File: config.mk
export PLATFORM = sky130hd
export DESIGN_NAME = unidade_controle_exp6
export DESIGN_NICKNAME = d
export VERILOG_FILES = /design/src/rtl/unidade_controle_exp6_pkg.sv /design/src/rtl/unidade_controle_exp6.sv
export SDC_FILE = /design/constraint.sdc
export NUM_CORES = 1
export LEC_CHECK = 0
export ABC_AREA = 1
export BUFFER_PORTS_ARGS = -buffer_cell sky130_fd_sc_hd__buf_2
export CORE_ASPECT_RATIO = 1.1
export CORE_MARGIN = 2
export CORE_UTILIZATION = 24
export CTS_BUF_LIST = sky130_fd_sc_hd__clkbuf_2
export DETAILED_ROUTE_END_ITERATION = 8
export GPL_TIMING_DRIVEN = 0
export PLACE_DENSITY_LB_ADDON = 0.08
export SLEW_MARGIN = 20
export SYNTH_ARGS = -nofsm -noshare
export SYNTH_HDL_FRONTEND = slang
export SYNTH_SLANG_ARGS = --single-unit
File: constraint.sdc
create_clock -name clock -period 3.25 [get_ports clock]
set_input_delay 0.1625 -clock clock [delete_from_list [all_inputs] [get_ports clock]]
set_output_delay 0.1625 -clock clock [all_outputs]
set_load 0.03 [all_outputs]
File: src/rtl/unidade_controle_exp6_pkg.sv
// State codes for the game control unit, shared with display/debug logic
// that decodes db_estado.
package unidade_controle_exp6_pkg;

    typedef enum logic [3:0] {
        INICIAL        = 4'h0,
        PREPARACAO     = 4'h1,
        INICIO_RODADA  = 4'h2,
        ESPERA         = 4'h3,
        REGISTRA       = 4'h4,
        COMPARA        = 4'h5,
        PROXIMO_END    = 4'h6,
        PROXIMA_RODADA = 4'h7,
        FIM_ACERTO     = 4'hA,
        FIM_TIMEOUT    = 4'hD,
        FIM_ERRO       = 4'hE
    } estado_t;

    // Terminal states are the only ones, besides INICIAL, that accept iniciar.
    function automatic logic is_fim(input estado_t e);
        return (e == FIM_ACERTO) || (e == FIM_TIMEOUT) || (e == FIM_ERRO);
    endfunction

endpackage

File: src/rtl/unidade_controle_exp6.sv
// Moore control unit for the memory game: sequences rounds, plays and
// end-of-game status from the datapath terminal flags.
module unidade_controle_exp6
    import unidade_controle_exp6_pkg::*;
#(
    parameter bit TIMEOUT_EN = 1'b1
) (
    input  logic       clock,
    input  logic       reset,
    input  logic       iniciar,
    input  logic       fimE,
    input  logic       fimRod,
    input  logic       fimT,
    input  logic       igual,
    input  logic       enderecoIgualRodada,
    input  logic       jogada_feita,
    output logic       zeraE,
    output logic       contaE,
    output logic       zeraRod,
    output logic       contaRod,
    output logic       zeraT,
    output logic       contaT,
    output logic       zeraR,
    output logic       registraR,
    output logic       pronto,
    output logic       acertou,
    output logic       errou,
    output logic       timeout,
    output logic [3:0] db_estado
);

    estado_t state_q, state_d;

    // Round end is decided by enderecoIgualRodada alone; fimE is not needed.
    logic unused_fime;
    assign unused_fime = fimE;

    always_ff @(posedge clock or negedge reset) begin
        if (!reset) state_q <= INICIAL;
        else        state_q <= state_d;
    end

    always_comb begin
        state_d = state_q;
        unique case (state_q)
            INICIAL:        if (iniciar) state_d = PREPARACAO;
            PREPARACAO:     state_d = INICIO_RODADA;
            INICIO_RODADA:  state_d = ESPERA;
            ESPERA: begin
                // A play arriving together with the timer end still counts.
                if (jogada_feita)            state_d = REGISTRA;
                else if (fimT && TIMEOUT_EN) state_d = FIM_TIMEOUT;
            end
            REGISTRA:       state_d = COMPARA;
            COMPARA: begin
                if (!igual)                    state_d = FIM_ERRO;
                else if (!enderecoIgualRodada) state_d = PROXIMO_END;
                else if (fimRod)               state_d = FIM_ACERTO;
                else                           state_d = PROXIMA_RODADA;
            end
            PROXIMO_END:    state_d = ESPERA;
            PROXIMA_RODADA: state_d = INICIO_RODADA;
            FIM_ACERTO, FIM_TIMEOUT, FIM_ERRO:
                if (iniciar) state_d = PREPARACAO;
            default:        state_d = INICIAL;
        endcase
    end

    always_comb begin
        zeraE     = 1'b0;
        contaE    = 1'b0;
        zeraRod   = 1'b0;
        contaRod  = 1'b0;
        zeraT     = 1'b0;
        contaT    = 1'b0;
        zeraR     = 1'b0;
        registraR = 1'b0;
        pronto    = is_fim(state_q);
        acertou   = 1'b0;
        errou     = 1'b0;
        timeout   = 1'b0;
        db_estado = state_q;
        case (state_q)
            PREPARACAO: begin
                zeraE   = 1'b1;
                zeraRod = 1'b1;
                zeraR   = 1'b1;
                zeraT   = 1'b1;
            end
            INICIO_RODADA: begin
                zeraE = 1'b1;
                zeraT = 1'b1;
            end
            ESPERA:         contaT = 1'b1;
            REGISTRA: begin
                registraR = 1'b1;
                zeraT     = 1'b1;
            end
            PROXIMO_END:    contaE   = 1'b1;
            PROXIMA_RODADA: contaRod = 1'b1;
            FIM_ACERTO:     acertou  = 1'b1;
            FIM_ERRO:       errou    = 1'b1;
            FIM_TIMEOUT:    timeout  = 1'b1;
            default:        ;
        endcase
    end

endmodule

==> flow_metrics.tcl <==
set metrics [dict create \
    status "completed" \
    cts.sinks 4 \
    post_synth_instance_area_sq_um 435 \
    clk_path_buf_depth 2 \
    dp_slack_ns 1.85 \
    clk_network_pwr_share_pct 6.3 \
    time_the_worst_path_needs_with_i_o_delays_and_setup_ns 1.59 \
    route.vias.total 504 \
    remaining_drc_errors 0 \
    synth.ff_latch_count 4 \
    antenna_found_initial 0 \
    viasPerCell 4.31 \
    clock_tree.root_cell "clkbuf_2" \
    max-cap-violations 0 \
    num_io_pins 25 \
    top_area_cell_type_share_of_the_netlist_area_pct 23.0 \
    critPathSlowestCell "dfrtp_1" \
    worst_setup_hold_path_clk_slew_ns 0.04 \
    number_of_distinct_library_cells_after_synthesis 15 \
    netSwitchingPower_w 0.000434 \
    yosysWarnings 0 \
    first_pass_iters 4 \
    antenna_cells 0 \
    final_weighted_congestion_in_routability_driven_placement 0.676 \
    leak_pwr_nw 0.397 \
    kind_of_end_point_of_the_critical_path "output pin" \
    ys_top_cells_by_area "dfrtp_1, nand2_1, nor2_1" \
    cts_post_setup_buffers_inserted 0 \
    timing.max_slew.rel_slack_pct 82.0 \
    tritoncts "done" \
    timing.critical_path.fanout_max 7 \
    num-nets-final 110 \
    place.detailed.hpwl_microns 880 \
    ys_async_sr_fraction_pct 100 \
    worstMarginPinSlew_ns 0.269 \
    port_buffers 23 \
    core_sq_mm 0.00174 \
    synth-seq-area-share_pct 23.0 \
    syn-mean-instance-area_sq_um 6.05 \
    wirelength_microns 1040 \
    grtUsageTotal_pct 10.3 \
    area_growth_pct 37.4 \
    switching_share_pct 62.5 \
    max_clock_freq_mhz 630 \
    die_w_microns 44.6 \
    hold_path_class "primary input to asynchronous set/reset pin" \
    synthDominantAreaCellType "dfrtp_1" \
    synth_enable_flop_cells 0 \
    critPathLaunchType "flip-flop" \
    largest_register_ff_count 4 \
    worstPathRequired_ns 3.09 \
    power.combinational.fraction_pct 75.4 \
    cts_buffer_count 3 \
    initial_utilization_pct 25.0 \
    detailedRoute.firstIterationViolations 15 \
    timing_worst_setup_path_type "flip-flop to output pin" \
    detail_route.wl_per_cell_microns 8.92 \
    number_of_global_route_vias_before_repair 426 \
    drt.antenna.violating_nets 0 \
    internal_power_w 0.000260 \
    hold_violations 0 \
    clk-insertion-delay-late_ns 0.20 \
    ir_drop_uv 341 \
    period_share_pct 48.8 \
    grt_first_pass_wirelength_microns 1680 \
    setup-violations-final 0 \
    power_density_mw_per_mm2 1160 \
    layout_setup_ws_ns 1.66 \
    path_cells "inv_1 -> nand2_1 -> nor2_1 -> or2_1 -> buf_2" \
    clock_tree.htree_level_count 1 \
    setup_tns_after_final_layout_ns 0 \
    worst-endpoint-arrival_ns 1.42 \
    synthMostInstantiatedCell "nand2_1" \
    syn-num-nets 81 \
    grt_max_degree 9 \
    worstRegToRegCells 7 \
    synth-main-ff-cell "dfrtp_1" \
    cpPeakStageDelay_ns 0.46 \
    gr-total-overflow 0 \
    pins_over_slew_limit 0 \
    synthesis.instances 72 \
    die_h_microns 48.7 \
    row_count 16 \
    list_of_most_frequent_post_synthesis_cells "nand2_1, nor2_1, inv_1" \
    pwr-share-seq_pct 18.3 \
    die_area_sq_mm 0.00217 \
    layout-drive-gt1-share_pct 37.4 \
    fin_worst_skew_ns 0.00280 \
    grt_setup_unrepaired "no" \
]
==> through the flow <==
step                      power [W]  cells  hold WS, ns  utilization [%]  cell area (sq um)
after floorplan            0.000529     72       -0.133                -                435
after global routing       0.000757    117        0.284             34.3                598
after CTS                  0.000708    117        0.281             34.3                598
after global placement     0.000664    113      -0.0322             32.9                573
after detailed placement   0.000660    113      -0.0290             32.9                573
final                      0.000694    117        0.296             34.3                598
==> power groups by stage <==
stage	Sequential, W	Combinational (W)	Clock (W)
detailed placement	0.000129	0.000531	0
global route	0.000134	0.000571	0.0000518
finish	0.000127	0.000523	0.0000436
floorplan	0.000163	0.000366	0
CTS	0.000128	0.000533	0.0000463
global placement	0.000130	0.000534	0
==> kinds of logic after synthesis <==
| family | after synthesis | synth area share, % |
|---|---|---|
| buffers and inverters | 13 | 12.1 |
| AO/OA/AOI/OAI | 5 | 6.32 |
| flip-flops | 4 | 23.0 |
| AND/OR/NAND/NOR | 50 | 58.6 |
==> final timing paths <==
check,startpoint,end,slack [ns]
setup / recovery,db_estado[3]$_DFFE_PN0P_,zeraT,1.66
hold / removal,reset,db_estado[1]$_DFFE_PN0P_,0.30
setup reg to reg,db_estado[1]$_DFFE_PN0P_,db_estado[0]$_DFFE_PN0P_,2.01
hold reg to reg,db_estado[1]$_DFFE_PN0P_,db_estado[1]$_DFFE_PN0P_,0.62
max in group asynchronous,reset,db_estado[3]$_DFFE_PN0P_,2.83
min in group clock,fimT,db_estado[2]$_DFFE_PN0P_,0.34
==> critical path, delay by kind of cell, from the launching register on <==
family	cells	cell delay (ns)
buffers and inverters	2	0.29
flip-flops	1	0.46
AND/OR/NAND/NOR	3	0.48
==> metal layers <==
metal  vias up  wire (microns)  track usage, %
met2        14             483            15.7
met4         0               0            3.03
li1        274               -               -
met5         -               0               0
met1       216             515            12.8
met3         0              45            4.48
==> layout by cell type (no fill, tap or decap) <==
cell type and n:
buf_4 1, nand2_2 4, nand2_1 18, dfrtp_1 4, o21ai_0 1, nand3_1 6, dlygate4sd3_1 1, nand2_4 3
nor2_1 15, inv_1 12, buf_2 23, nor2_8 1, a21oi_1 3, o211ai_1 1, nand3_2 1, clkbuf_2 3
nor2_2 1, or2_1 1
==> cell type report <==
cell class,instances,area (sq um)
multi-input combinational,55,283
buffer,1,7.51
fill,211,1140
sequential,4,100
timing repair buffer,24,125
inverter,12,45.0
clock buffer,3,15.0
tap,18,22.5
==> timing repair <==
item | 4_1_cts | 5_1_grt
hold buffers | 1 | 0
resized for setup | 0 | 0
hold endpoints to repair | 4 | 0
Power figures use the tool's default switching activity.
